$ cat src/rtl/cipher_pkg.sv
// Shared widths, character range and loader state encoding for the cipher machine.
// Imported by the string loader and by the downstream Caesar/Vigenere engine.
package cipher_pkg;

    localparam int CHAR_W    = 5;
    localparam int MAX_CHARS = 5;
    localparam int STR_W     = 25;
    localparam int CNT_W     = 3;

    localparam logic [CHAR_W-1:0] CHAR_A = 5'd1;
    localparam logic [CHAR_W-1:0] CHAR_Z = 5'd26;

    typedef enum logic {
        COLLECT = 1'b0,
        OFFER   = 1'b1
    } loader_state_e;

    function automatic logic is_letter(input logic [CHAR_W-1:0] code);
        return (code >= CHAR_A) && (code <= CHAR_Z);
    endfunction

endpackage

$ cat src/rtl/key_conditioner.sv
// Turns a raw active-low key into a single-cycle press pulse: 2-flop sync, optional
// debounce (compiled in with CHAR_LOADER_DEBOUNCE_EN), then falling-edge detect.
module key_conditioner #(
    parameter int unsigned DEBOUNCE_CYCLES = 16
) (
    input  logic clock,
    input  logic reset,
    input  logic key_n,
    output logic press
);

    logic sync1_q;
    logic sync2_q;
    logic prev_q;
    logic prev_d;
    logic press_q;
    logic press_d;
    logic level;

`ifdef CHAR_LOADER_DEBOUNCE_EN
    localparam int unsigned DB_W = (DEBOUNCE_CYCLES > 1) ? $clog2(DEBOUNCE_CYCLES) : 1;
    localparam logic [DB_W-1:0] DB_LOAD = DB_W'(DEBOUNCE_CYCLES - 1);

    logic            level_q;
    logic            level_d;
    logic [DB_W-1:0] db_cnt_q;
    logic [DB_W-1:0] db_cnt_d;

    // Down-counter reloads whenever the synced key agrees with the accepted level.
    always_comb begin
        level_d  = level_q;
        db_cnt_d = DB_LOAD;
        if (sync2_q != level_q) begin
            if (db_cnt_q == '0) begin
                level_d = sync2_q;
            end else begin
                db_cnt_d = db_cnt_q - DB_W'(1);
            end
        end
    end

    always_ff @(posedge clock) begin
        if (reset) begin
            level_q  <= 1'b1;
            db_cnt_q <= DB_LOAD;
        end else begin
            level_q  <= level_d;
            db_cnt_q <= db_cnt_d;
        end
    end

    assign level = level_q;
`else
    localparam int unsigned unused_debounce_cycles = DEBOUNCE_CYCLES;

    assign level = sync2_q;
`endif

    always_comb begin
        prev_d  = level;
        press_d = prev_q & ~level;
    end

    always_ff @(posedge clock) begin
        if (reset) begin
            sync1_q <= 1'b1;
            sync2_q <= 1'b1;
            prev_q  <= 1'b1;
            press_q <= 1'b0;
        end else begin
            sync1_q <= key_n;
            sync2_q <= sync1_q;
            prev_q  <= prev_d;
            press_q <= press_d;
        end
    end

    assign press = press_q;

endmodule

$ cat src/rtl/char_string_loader.sv
// Collects up to five validated character codes into a packed string and offers it
// downstream on valid/ready. Key debounce is enabled by defining CHAR_LOADER_DEBOUNCE_EN.
module char_string_loader
    import cipher_pkg::*;
#(
    parameter int unsigned DEBOUNCE_CYCLES = 16
) (
    input  logic              clock,
    input  logic              reset,
    input  logic [CHAR_W-1:0] char_in,
    input  logic              load_n,
    input  logic              commit,
    input  logic              str_ready,
    output logic              str_valid,
    output logic [STR_W-1:0]  str_data,
    output logic [CNT_W-1:0]  char_count,
    output logic              full,
    output logic              reject
);

    logic press;

    key_conditioner #(
        .DEBOUNCE_CYCLES (DEBOUNCE_CYCLES)
    ) u_key_conditioner (
        .clock (clock),
        .reset (reset),
        .key_n (load_n),
        .press (press)
    );

    loader_state_e      state_q,  state_d;
    logic [STR_W-1:0]   data_q,   data_d;
    logic [CNT_W-1:0]   count_q,  count_d;
    logic               valid_q,  valid_d;
    logic               full_q,   full_d;
    logic               reject_q, reject_d;

    always_comb begin
        state_d  = state_q;
        data_d   = data_q;
        count_d  = count_q;
        reject_d = 1'b0;

        unique case (state_q)
            COLLECT: begin
                if (press) begin
                    if (is_letter(char_in) && !full_q) begin
                        data_d  = {data_q[STR_W-CHAR_W-1:0], char_in};
                        count_d = count_q + CNT_W'(1);
                    end else begin
                        reject_d = 1'b1;
                    end
                end
                // Commit sees the post-load count so a same-cycle load is included.
                if (commit && (count_d != '0)) begin
                    state_d = OFFER;
                end
            end
            OFFER: begin
                reject_d = press;
                if (valid_q && str_ready) begin
                    data_d  = '0;
                    count_d = '0;
                    state_d = COLLECT;
                end
            end
            default: state_d = COLLECT;
        endcase

        valid_d = (state_d == OFFER);
        full_d  = (count_d == CNT_W'(MAX_CHARS));
    end

    always_ff @(posedge clock) begin
        if (reset) begin
            state_q  <= COLLECT;
            data_q   <= '0;
            count_q  <= '0;
            valid_q  <= 1'b0;
            full_q   <= 1'b0;
            reject_q <= 1'b0;
        end else begin
            state_q  <= state_d;
            data_q   <= data_d;
            count_q  <= count_d;
            valid_q  <= valid_d;
            full_q   <= full_d;
            reject_q <= reject_d;
        end
    end

    assign str_valid  = valid_q;
    assign str_data   = data_q;
    assign char_count = count_q;
    assign full       = full_q;
    assign reject     = reject_q;

endmodule

$ cat config.mk
export PLATFORM = sky130hd
export DESIGN_NAME = char_string_loader
export DESIGN_NICKNAME = d
export VERILOG_FILES = /design/src/rtl/cipher_pkg.sv /design/src/rtl/key_conditioner.sv /design/src/rtl/char_string_loader.sv
export SDC_FILE = /design/constraint.sdc
export NUM_CORES = 1
export LEC_CHECK = 0
export BUFFER_PORTS_ARGS = -buffer_cell sky130_fd_sc_hd__buf_2
export CORE_ASPECT_RATIO = 0.9
export CORE_MARGIN = 5
export CORE_UTILIZATION = 45
export CTS_CLUSTER_SIZE = 10
export DETAILED_ROUTE_END_ITERATION = 10
export PLACE_DENSITY = 0.71
export SLEW_MARGIN = 10
export SYNTH_ARGS = -nofsm -noshare
export SYNTH_HDL_FRONTEND = slang
export SYNTH_HIERARCHICAL = 1
export SYNTH_SLANG_ARGS = --single-unit
$ cat constraint.sdc
create_clock -name clock -period 1.5 [get_ports clock]
set_input_delay 0 -clock clock [delete_from_list [all_inputs] [get_ports clock]]
set_output_delay 0 -clock clock [all_outputs]
set_load 0.05 [all_outputs]
==> impl_metrics.yaml <==
finish:
  multiInputGateArea_sq_um: 601.8
  layout-drive-gt1-share: 0.3770
  final_common_cell: "buf_2"
  nNetsFinal: 201
  post-route-util: 0.6032
  seqCellArea_sq_um: 706.9
  layout_common_cells: "40 x buf_2, 30 x nor2_1, 30 x dfxtp_1"
  stdcell_area_sq_um: 1807
  area_delta_synth_final_pct: 32.11
  n_fill_cell: 284
  diodes: 0
setup_path:
  reg2reg_depth: 6
  cp-end-kind: "flip-flop"
  rrSetupSlack_ns: 0.07
  arrival_ns: 1.66
  startpoint: "char_in[4]"
  path_cells: "dlygate4sd3_1, buf_2, nand2_2, o221ai_4, o31a_2, buf_12, a22oi_1, nor2_1"
  critPathCapture: "str_data[22]"
  cp-start-kind: "primary input"
  worstPathRequired_ns: 1.73
  cp.depth: 8
  crit_slowest_cell: "dlygate4sd3_1"
  worstReg2RegEnd: "str_data[22]"
  crit_fanout: 18
  crit_type: "in2reg"
  path_delay_family: "buffers and inverters"
  r2r-start: "full"
  slowest_delay_ns: 0.53
  critPathBufInv: 3
routing:
  firstDrtPassIters: 4
  wl_per_cell_um: 13.24
  wl_um: 3086
  drc: 0
  antenna_left: 0
  viasPerCell: 5.197
  vias: 1211
  drt_iter0_markers: 105
sta:
  worst_hold_slack_ns: 0.02998
  setup_violations: 0
  final-hold-violation-count: 0
  maxSlewViolCount: 0
  fin_skew_ns: 0.005620
  worstMarginPinSlew_ns: 0.3109
  rsz0062_at_grt: "false"
  relSlewSlack: 0.7924
  fmax_mhz: 698.6
  finalCritPeriodShare: 0.9543
  post-route-min-period_ns: 1.431
cts:
  htreeDepth: 2
  clockBufferDepth: 2
  path_clk_slew_ns: 0.10
  cts_tree: "done"
  clk_latency_ns: 0.34
  root_buffer: "clkbuf_4"
  numCtsBuffers: 5
  cts_setup_buffers: 0
  numClockSinks: 35
power_and_ir_drop:
  pwr-share-seq: 0.526
  internal-power_uw: 1370
  comb_power_share: 0.106
  peakVddDrop_mv: 0.8121
  p_sw_frac: 0.2480
  clock_power_share: 0.368
  power_switching_uw: 451.8
  leakage_uw: 0.0007735
  p_per_area_nw_per_um2: 1008
floorplanning:
  die_area_sq_um: 4243
  die_h_um: 62.30
  die_w_um: 68.11
  core_area_sq_um: 2995
  rows: 19
  start_util: 0.4566
  io_pins: 41
global_route:
  grt_pass1_vias: 1167
  grt.total_usage: 0.1637
  grt_pass1_wl_um: 5292
  grt_overflow: 0
  antenna_found_initial: 0
  grt_max_degree: 33
place:
  io_buffers: 40
  dpl.hpwl_um: 2259
  placed_cell_area_sq_um: 1662
  gp_congestion: 0.8702
synth:
  synth.net_count: 148
  synth.distinct_cells: 34
  syn-mean-instance-area_sq_um: 9.982
  synth_seq_cells: 35
  synth_cells: 137
  ys_seq_area_frac: 0.5124
  ys_warn_count: 6
  syn_area_sq_um: 1368
outcome:
  outcome: "complete, no violations"
job:
  cap_violations: 0
worst_hold_path:
  hp-class: "in2reg"
[flip-flops by register name (all words and copies together), names as in the netlist]
| signal | flops |
|---|---|
| char_count | 3 |
| full | 1 |
| reject | 1 |
| str_data | 25 |
| str_valid | 1 |
| u_key_conditioner/level | 1 |
| u_key_conditioner/press | 1 |
| u_key_conditioner/prev_q | 1 |
| u_key_conditioner/sync1_q | 1 |
[power groups by stage]
stage / Clock [uW] / Combinational, uW / Sequential [uW]
finish: 670 / 193 / 958
global route: 740 / 210 / 962
CTS: 693 / 193 / 958
detailed placement: 0 / 180 / 979
global placement: 0 / 175 / 978
floorplan: 0 / 93.2 / 1010
[cell families after synthesis]
group / after synthesis / share of synthesized area
flip-flops: 35 / 0.5123
buffers and inverters: 13 / 0.04940
AO/OA/AOI/OAI: 36 / 0.2370
adder cells (fa/ha/maj): 1 / 0.009148
AND/OR/NAND/NOR: 51 / 0.1857
XOR/XNOR: 1 / 0.006406
[metal layers]
metal / up-vias / global-route usage / routed length (um)
met5: - / 0 / 0
met4: 0 / 0.09429 / 61
met3: 8 / 0.05045 / 196
met2: 36 / 0.2419 / 1500
met1: 567 / 0.2058 / 1328
li1: 600 / - / -
[synth_stat cells, drive strengths merged]
cell | count | share of area
nor2b | 1 | 0.0046
nand3 | 1 | 0.0037
nand3b | 1 | 0.0055
o2111ai | 1 | 0.0064
nand2b | 1 | 0.0046
ha | 1 | 0.0091
a22oi | 25 | 0.14
or2 | 3 | 0.014
nor3b | 2 | 0.015
xor2 | 1 | 0.0064
o31a | 1 | 0.0073
o221a | 1 | 0.0082
or4 | 1 | 0.0082
a211oi | 1 | 0.0055
buf | 4 | 0.024
o221ai | 1 | 0.019
nand4 | 3 | 0.014
o211a | 1 | 0.0073
dfxtp | 35 | 0.51
a21oi | 3 | 0.011
nand2 | 4 | 0.011
inv | 5 | 0.014
nor3 | 2 | 0.011
nor2 | 31 | 0.091
clkbuf | 4 | 0.012
o311ai | 2 | 0.031
or3 | 1 | 0.0046
[layout make-up]
type,count,share of cell area
Clock buffer,5,0.02078
Clock inverter,3,0.02424
Inverter,5,0.01039
Multi-Input combinational cell,89,0.3331
Sequential cell,35,0.3913
Tap cell,42,0.02909
Timing Repair Buffer,54,0.1911
[stage by stage]
stage	power, uW	setup slack [ns]	std cells	TNS, ns
2_1_floorplan	1099	0.03712	137	0
3_3_place_gp	1153	-0.01001	219	-0.08338
3_5_place_dp	1159	-0.08234	219	-1.007
4_1_cts	1844	0.03776	233	0
5_1_grt	1913	0.001632	233	0
6_report	1822	0.06851	233	0
[how the worst min path moves through the flow]
| stage | from | endpoint | cells after the start |
|---|---|---|---|
| after floorplan | reset | u_key_conditioner/press | 1 |
| after global placement | load_n | u_key_conditioner/sync1_q | 2 |
| after detailed placement | load_n | u_key_conditioner/sync1_q | 2 |
| after CTS | char_in[3] | str_data[3] | 4 |
| after global routing | char_in[2] | str_data[2] | 4 |
| final | char_in[3] | str_data[3] | 4 |
[what timing repair did]
| action | in CTS | in global routing |
|---|---|---|
| endpoints found under the setup margin | 0 | 7 |
| gates resized for setup | 0 | 2 |
| endpoints found under the hold margin | 6 | 0 |
| hold buffers | 6 | 0 |
[tightest hold or removal path, stage by stage]
cell and delay (ns):
buf_2 0.09, buf_4 0.10, a22oi_1 0.07, nor2_1 0.08
(Power assumes the default switching activity.)
